### config.mk
export PLATFORM = sky130hd
export DESIGN_NAME = sp_ram_be
export DESIGN_NICKNAME = d
export VERILOG_FILES = /design/src/rtl/sp_ram_be.sv
export SDC_FILE = /design/constraint.sdc
export NUM_CORES = 2
export LEC_CHECK = 0
export BUFFER_PORTS_ARGS = -buffer_cell sky130_fd_sc_hd__buf_2
export CAP_MARGIN = 15
export CORE_UTILIZATION = 55
export DETAILED_ROUTE_END_ITERATION = 6
export GPL_TIMING_DRIVEN = 0
export HOLD_SLACK_MARGIN = 0.05
export PLACE_DENSITY = 0.73
export SETUP_SLACK_MARGIN = 0.1
export SLEW_MARGIN = 10
export SYNTH_ARGS = -nofsm -noshare
export SYNTH_HDL_FRONTEND = slang
export SYNTH_SLANG_ARGS = --single-unit
### constraint.sdc
create_clock -name clk -period 3.6 [get_ports clk]
set_clock_uncertainty 0.2 [all_clocks]
set_input_delay 0.36 -clock clk [delete_from_list [all_inputs] [get_ports clk]]
set_output_delay 0.36 -clock clk [all_outputs]
set_load 0.02 [all_outputs]
### src/rtl/sp_ram_be.sv
// Single-port synchronous RAM with byte-lane write enables and a self-clearing sequencer after reset.
// Latency: q/q_valid one cycle after the accepted access (two with OUT_REG=1); one access per cycle.
// No backpressure: accesses presented while busy is high are silently ignored.
module sp_ram_be #(
  parameter int DATA_W   = 32,
  parameter int ADDR_W   = 6,
  parameter int DEPTH    = 64,
  parameter int RDW_MODE = 0,
  parameter int OUT_REG  = 0
) (
  input  logic                  clk,
  input  logic                  rst,
  input  logic                  en,
  input  logic                  write_enable,
  input  logic [DATA_W/8-1:0]   be,
  input  logic [ADDR_W-1:0]     address,
  input  logic [DATA_W-1:0]     data,
  output logic [DATA_W-1:0]     q,
  output logic                  q_valid,
  output logic                  busy,
  output logic                  addr_err
);

  localparam int                LANES   = DATA_W / 8;
  localparam logic [ADDR_W-1:0] LAST    = ADDR_W'(DEPTH - 1);
  // One extra bit so DEPTH == 2**ADDR_W stays representable in the range compare.
  localparam logic [ADDR_W:0]   DEPTH_X = (ADDR_W + 1)'(DEPTH);

  typedef enum logic {
    S_CLEAR,
    S_READY
  } state_t;

  state_t              state;
  logic [ADDR_W-1:0]   clr_cnt;
  logic [DATA_W-1:0]   mem [DEPTH];

  logic                accept;
  logic                in_range;
  logic [DATA_W-1:0]   old_word;
  logic [DATA_W-1:0]   merged;

  logic [DATA_W-1:0]   q1;
  logic                v1;
  logic                e1;

  // Decode the current access: range check, stored word and byte-merged write word.
  always_comb begin
    in_range = ({1'b0, address} < DEPTH_X);
    accept   = en && (state == S_READY);
    old_word = '0;
    if (in_range) begin
      old_word = mem[address];
    end
    merged = old_word;
    for (int i = 0; i < LANES; i++) begin
      if (be[i]) begin
        merged[8*i +: 8] = data[8*i +: 8];
      end
    end
  end

  // Clear sequencer: walk every word once after reset, then open the RAM for accesses.
  always_ff @(posedge clk) begin
    if (rst) begin
      state   <= S_CLEAR;
      clr_cnt <= '0;
      busy    <= 1'b1;
    end else if (state == S_CLEAR) begin
      if (clr_cnt == LAST) begin
        state <= S_READY;
        busy  <= 1'b0;
      end else begin
        clr_cnt <= clr_cnt + 1'b1;
      end
    end
  end

  // Storage: zero-fill while clearing, otherwise per-lane writes to in-range addresses only.
  always_ff @(posedge clk) begin
    if (!rst) begin
      if (state == S_CLEAR) begin
        mem[clr_cnt] <= '0;
      end else if (accept && write_enable && in_range) begin
        for (int i = 0; i < LANES; i++) begin
          if (be[i]) begin
            mem[address][8*i +: 8] <= data[8*i +: 8];
          end
        end
      end
    end
  end

  // First output stage: read data / read-during-write result, valid and range error pulses.
  always_ff @(posedge clk) begin
    if (rst) begin
      q1 <= '0;
      v1 <= 1'b0;
      e1 <= 1'b0;
    end else begin
      v1 <= 1'b0;
      e1 <= 1'b0;
      if (accept) begin
        e1 <= !in_range;
        if (!write_enable) begin
          q1 <= old_word;
          v1 <= 1'b1;
        end else if (RDW_MODE == 0) begin
          q1 <= old_word;
          v1 <= 1'b1;
        end else if (RDW_MODE == 1) begin
          // Out-of-range writes store nothing, so the "post-write" word is zero.
          q1 <= in_range ? merged : '0;
          v1 <= 1'b1;
        end
      end
    end
  end

  generate
    if (OUT_REG != 0) begin : g_oreg
      // Optional retiming stage: delays q, q_valid and addr_err together by one cycle.
      always_ff @(posedge clk) begin
        if (rst) begin
          q        <= '0;
          q_valid  <= 1'b0;
          addr_err <= 1'b0;
        end else begin
          q        <= q1;
          q_valid  <= v1;
          addr_err <= e1;
        end
      end
    end else begin : g_direct
      assign q        = q1;
      assign q_valid  = v1;
      assign addr_err = e1;
    end
  endgenerate

endmodule

; ---- Yosys cells after proc, flatten, opt, wreduce, memory -nomap -nowiden
; Memories as Yosys holds them, arrays and structs flattened. A register that Yosys moved wholly into a read port is not among the register bits.
; Index checks and enable logic that the tools add are counted.
[totals]
register_bits = 9
ram_bits = 2048
input_bits = 46
out_inout_bits = 35
elab_cells = 43
mem_count = 1
[memory_table]
columns = name, depth, width, rd, rd_clocked_by_memory_dff, write_ports, line
row1 = mem, 64, 32, 1, 1, 1, 36  ; logic [DATA_W-1:0] mem [DEPTH];
[classes]
add_sub_neg = 1
n_eq_ne = 1
muxes = 29
bitwise = 2
reduce_logical = 5
[ops]
columns = op, n
row1 = 32-bit two-way mux, 1
row2 = 32-bit OR reduction, 1
row3 = 1-bit two-way mux, 26
row4 = "6-bit by 1-bit adder with 6-bit output, second input constant", 1
row5 = "6-bit equality test, second input constant", 1
row6 = 6-bit two-way mux, 1
row7 = 4-bit two-way mux, 1
row8 = 2-bit AND reduction, 2
row9 = 1-bit logical AND, 2
row10 = 1-bit inverter, 2

; ---- Longest topological paths before layout
[logic_depth]
word_depth = 8
mapped_depth = 9
mapped_depth_nobuf = 5

; ---- Worst setup path before layout
; OpenSTA, ideal clock, no wires.
[synth_timing]
kind = input -> register
from = input en
to = memory mem[0][10] (data pin)
setup_ns = 0.367
arrival_time_ns = 2.400
required_ns = 3.033
path_slack_ns = 0.632
stages = 6
n_path_buf = 3
cell_sequence = buf_2 nand3b_1 nor2_2 buf_2 clkbuf_1 and2_1
[synth_between]
elab_chain_len = 8
elab_cells_between_ends = 20
classes_between = 17 x mux / 3 x reduce/logical
[synth_lines]
columns = element, line
row1 = start: declaration, 13  ; input logic en,
row2 = 1-bit logical AND (*), 50  ; accept = en && (state == S_READY);
row3 = 1-bit logical AND (*), 84  ; end else if (accept && write_enable && in_range) begin
row4 = 1-bit two-way mux, 84
row5 = 1-bit two-way mux, 82  ; if (state == S_CLEAR) begin
row6 = 1-bit two-way mux, 81  ; if (!rst) begin
row7 = 1-bit two-way mux (implied by the code), 87  ; mem[address][8*i +: 8] <= data[8*i +: 8];
row8 = 32-bit OR reduction (no line) (*), n/a
row9 = 32-bit two-way mux (no line) (*), n/a
row10 = end: declaration, 36
; Mark *: on every way between the ends. The rest lies on a longest branch, timed or not.

; ---- Worst setup path after layout
[layout_timing]
from = register state
to = register q1[4] (netlist: q[4]) (read register of mem)
[layout_between]
elab_chain_len = 1
[layout_lines]
columns = element, line
row1 = start: declaration, 34  ; state_t state;
row2 = start signal: assignment, 66  ; state <= S_CLEAR;
row3 = start signal: assignment, 71  ; state <= S_READY;
row4 = 1-bit logical AND, 50
row5 = end: declaration, 43  ; logic [DATA_W-1:0] q1;
; Every way passes these cells.
; A chain may end at the register's enable or synchronous reset.

==> results.md <==
- The fraction of registers with async set or reset after synthesis is 0%.
- The worst slew slack as a fraction of its limit is 12.8%.
- The count of final hold-check violations came to 0.
- The register bit count reported by yosys is 2,089.
- The number of maximum-capacitance violations is 0.
- The flow ran to the end, but the final reports show violations.
- Clock-pin slew was measured on the worst setup and hold paths at 0.06 ns.
- The tree is rooted in a sky130_fd_sc_hd__clkbuf_16.
- In this run, distinct cell masters in the synthesized netlist total 50.
- Leaving out fill and tap cells, the most frequent cells in the layout are 2,048 x sky130_fd_sc_hd__edfxtp_1, 509 x sky130_fd_sc_hd__mux4_2, 234 x sky130_fd_sc_hd__nor2_4, 197 x sky130_fd_sc_hd__clkbuf_16, 182 x sky130_fd_sc_hd__a22oi_1.
- The library cell used most frequently in the layout, excluding fill and tap cells, is sky130_fd_sc_hd__edfxtp_1.
- Setup repair after global routing could not meet its margin everywhere.
- The fraction of the core area covered by cells at the end of the flow is 64.6%.
- Synthesis produced a netlist with a net count of 3,805.
- The total half-perimeter wirelength after legalization and detailed placement is 157 mm.
- The die is 384 µm wide.
- The routed wire length per instance is 37.7 µm.
- The commonest register cell after synthesis is sky130_fd_sc_hd__edfxtp_1.
- The number of global-route vias before repair is 42,400.
- The via count is around 44,000.
- The via-per-instance ratio is 7.01.
- The clock latency at the later pin of the worst-skew pair is between 0.8 and 0.9 ns.
- The number of nets with antenna violations after detailed routing is 0.
- Data on the critical path is required at its endpoint by 4.11 ns.
- The longest clock path from root to sink contains 3 buffers.
- The endpoint class of the critical path is a flip-flop.
- The final-stage net count is approximately 4,200.
- The first global-routing pass estimated approximately 320 mm of wire.
- The count of flip-flops with a built-in enable after synthesis is 2,048.
- The analysis attributes to cell leakage a power of 0.0329 µW.
- Based on the critical path, the design can be clocked at up to about 0.27 GHz.
- The number of pins exceeding their max-slew limit in the final report is 0.
- The number of standard cells in the layout, taps in and fillers out is just over 6,000.
- 81 I/O pins were placed.
- The clock tree synthesis step divided the H-tree into 4 levels.
- The post-synthesis average cell area is 21.3 µm².
- The power density of the placed cells is a little over 500 nW/µm².
- The area growth from synthesis to final layout is 16.1%.
- The shortest period the worst path allows is 3.68 ns.
- The total global routing overflow is 0.
- Counting tap cells, the placed design contains a total of between 5,000 and 6,000 instances.
- TritonCTS built the clock tree.
- The final wirelength is 235 mm.
- In this run the vertical extent of the chip is 384 µm.
- The floorplan step defined a die boundary enclosing between 100,000 and 150,000 µm².
- STA classifies the critical path startpoint as a flip-flop.
- Sequential cells were found to cover 77.7% of the synthesized design area.
- The signal arrival time at the worst endpoint is ~4.2 ns.
- CTS saw 2,089 sinks.
- The worst slack on hold paths is ~0.07 ns.
- Along the worst path, the maximum fanout reaches 10.
- The total area inside the core boundary comes to ~140,000 µm².
- The number of warning messages in the yosys log is 0.
- At the pin with the least slew margin, the transition time is approximately 1.3 ns.
- The cell count after synthesis came out at ~3,800.
- The checks that failed: design-rule violations, negative setup slack.
- The mapped netlist covers 80,200 µm².
- The share of layout cells above drive strength 1 is 32.6%.
- The last weighted congestion value of the routability-driven placer is 0.989.
- The number of buffers added by the clock tree synthesis step is 196.
- The number of detailed-routing iterations run before antenna repair is 7.
- Across the VDD grid, the largest voltage drop is 563 µV.
- The number of antenna violations at the first check in global routing came to 15.
- The count of endpoints failing setup in the final report is 2.
- The number of cell rows is about 140.
- The number of input and output port buffers inserted is 74.
- The worst hold path belongs to the class primary input to flip-flop.
- The DRC violation total after the first TritonRoute iteration is 7,394.
- The initial utilization of the core area, before any placement, comes to 55.6%.
- In the post-route analysis, the smallest setup slack over all paths is -0.0837 ns.
- The critical path class is flip-flop to flip-flop.
- The ratio of final minimum period to clock period is 102%.
- The remaining design rule violation count is 9.
- The pin count of the biggest net entering global routing is 65.
- Global routing consumed, over all layers together, 32.2% of the routing resources.
- The slack of the worst reg-to-reg path is -0.08 ns.
[path summary, 6_finish.rpt]
kind,startpoint,end,cells after the start
worst max-delay path,state$_SDFF_PP0_,q[4]$_SDFFE_PP0N_,9
worst min-delay path,data[4],mem[61][4]$_DFFE_PP_,2
worst max register to register,state$_SDFF_PP0_,q[4]$_SDFFE_PP0N_,9
worst min register to register,q[0]$_SDFFE_PP0N_,q[0]$_SDFFE_PP0N_,2
[flip-flops by register name, indices dropped and copies added, names as in the netlist]
register and cells:
busy 1, q_valid 1, q 32, clr_cnt 6, mem 2048, state 1
[metal layers]
metal / share of wire (%) / vias up / track usage (%)
met1: 35 / 22600 / 43.4
met2: 44 / 3841 / 46.8
met4: 5.8 / 12 / 16.3
li1: - / 16500 / -
met3: 15 / 684 / 11.5
met5: 0.032 / - / 0
[stage by stage]
step | setup TNS, ns | instance area, µm² | total power [µW] | setup slack [ns]
2_1_floorplan | 0 | 80200 | 27800 | 0.632
3_3_place_gp | -3818.00 | 83000 | 28500 | -1.58
3_5_place_dp | -1996.39 | 83800 | 28500 | -1.41
4_1_cts | -87.02 | 92600 | 48200 | -0.374
5_1_grt | 0 | 93100 | 49200 | 0.0229
6_report | -0.145 | 93100 | 48300 | -0.0837
[what timing repair did]
item | in CTS | in global routing
setup buffers | 45 | 11
setup endpoints to repair | 2677 | 2959
pin swaps | 26 | 7
hold buffers | 21 | 1
gates resized for setup | 502 | 78
endpoints found under the hold margin | 452 | 32
[synthesized netlist by cell type (all sizes together) (35+ instances only)]
cell type  number  area, µm²
edfxtp       2048      61500
mux4          509      11500
nor2          322       1210
a22oi         182       1370
buf           120        583
nand2         113        424
mux2i         101       1020
clkbuf         98        368
nand3          42        210
dfxtp          41        821
nand4          36        225
and2           35        219
[report_power, final]
part / internal (µW) / leakage [µW] / switching, µW / total [µW]
combinational: 571 / 0.00704 / 1250 / 1820
sequential: 26400 / 0.0229 / 20.0 / 26400
clock: 11200 / 0.00302 / 8960 / 20100
[worst max-delay path, stage by stage (launching register included)]
cell	delay [ns]
sky130_fd_sc_hd__dfxtp_1	0.30
sky130_fd_sc_hd__buf_2	0.18
sky130_fd_sc_hd__nand3b_1	0.10
sky130_fd_sc_hd__buf_4	0.17
sky130_fd_sc_hd__or4_1	0.12
sky130_fd_sc_hd__clkbuf_1	0.77
sky130_fd_sc_hd__clkbuf_1	0.96
sky130_fd_sc_hd__o22ai_1	0.31
sky130_fd_sc_hd__nor2_1	0.31
sky130_fd_sc_hd__nand4_1	0.13
[kinds of logic (layout without fill, tap and decap cells)]
| family | after synthesis | after routing | share of synthesized area, % |
|---|---|---|---|
| DFF | 2089 | 2089 | 77.7 |
| muxes | 615 | 615 | 15.6 |
| and+or+nand+nor | 578 | 578 | 3.12 |
| AOI/OAI and AO/OA | 249 | 249 | 2.29 |
| buffers and inverters | 220 | 775 | 1.19 |
| xor gates and xnor gates | 5 | 5 | 0.0546 |
| adders and majority gates | 1 | 1 | 0.0156 |
| other | 1 | 8 | 0.00468 |
[cell type report]
cell class | instances | area, µm²
Timing Repair Buffer | 193 | 2080
Tap cell | 1903 | 2380
Buffer | 218 | 1030
Clock inverter | 118 | 946
Fill cell | 9013 | 51000
Multi-Input combinational cell | 1449 | 19200
Antenna cell | 7 | 17.5
Inverter | 2 | 7.51
Clock buffer | 244 | 5200
Sequential cell | 2089 | 62300
No activity file was read; power rests on OpenSTA's default activity.
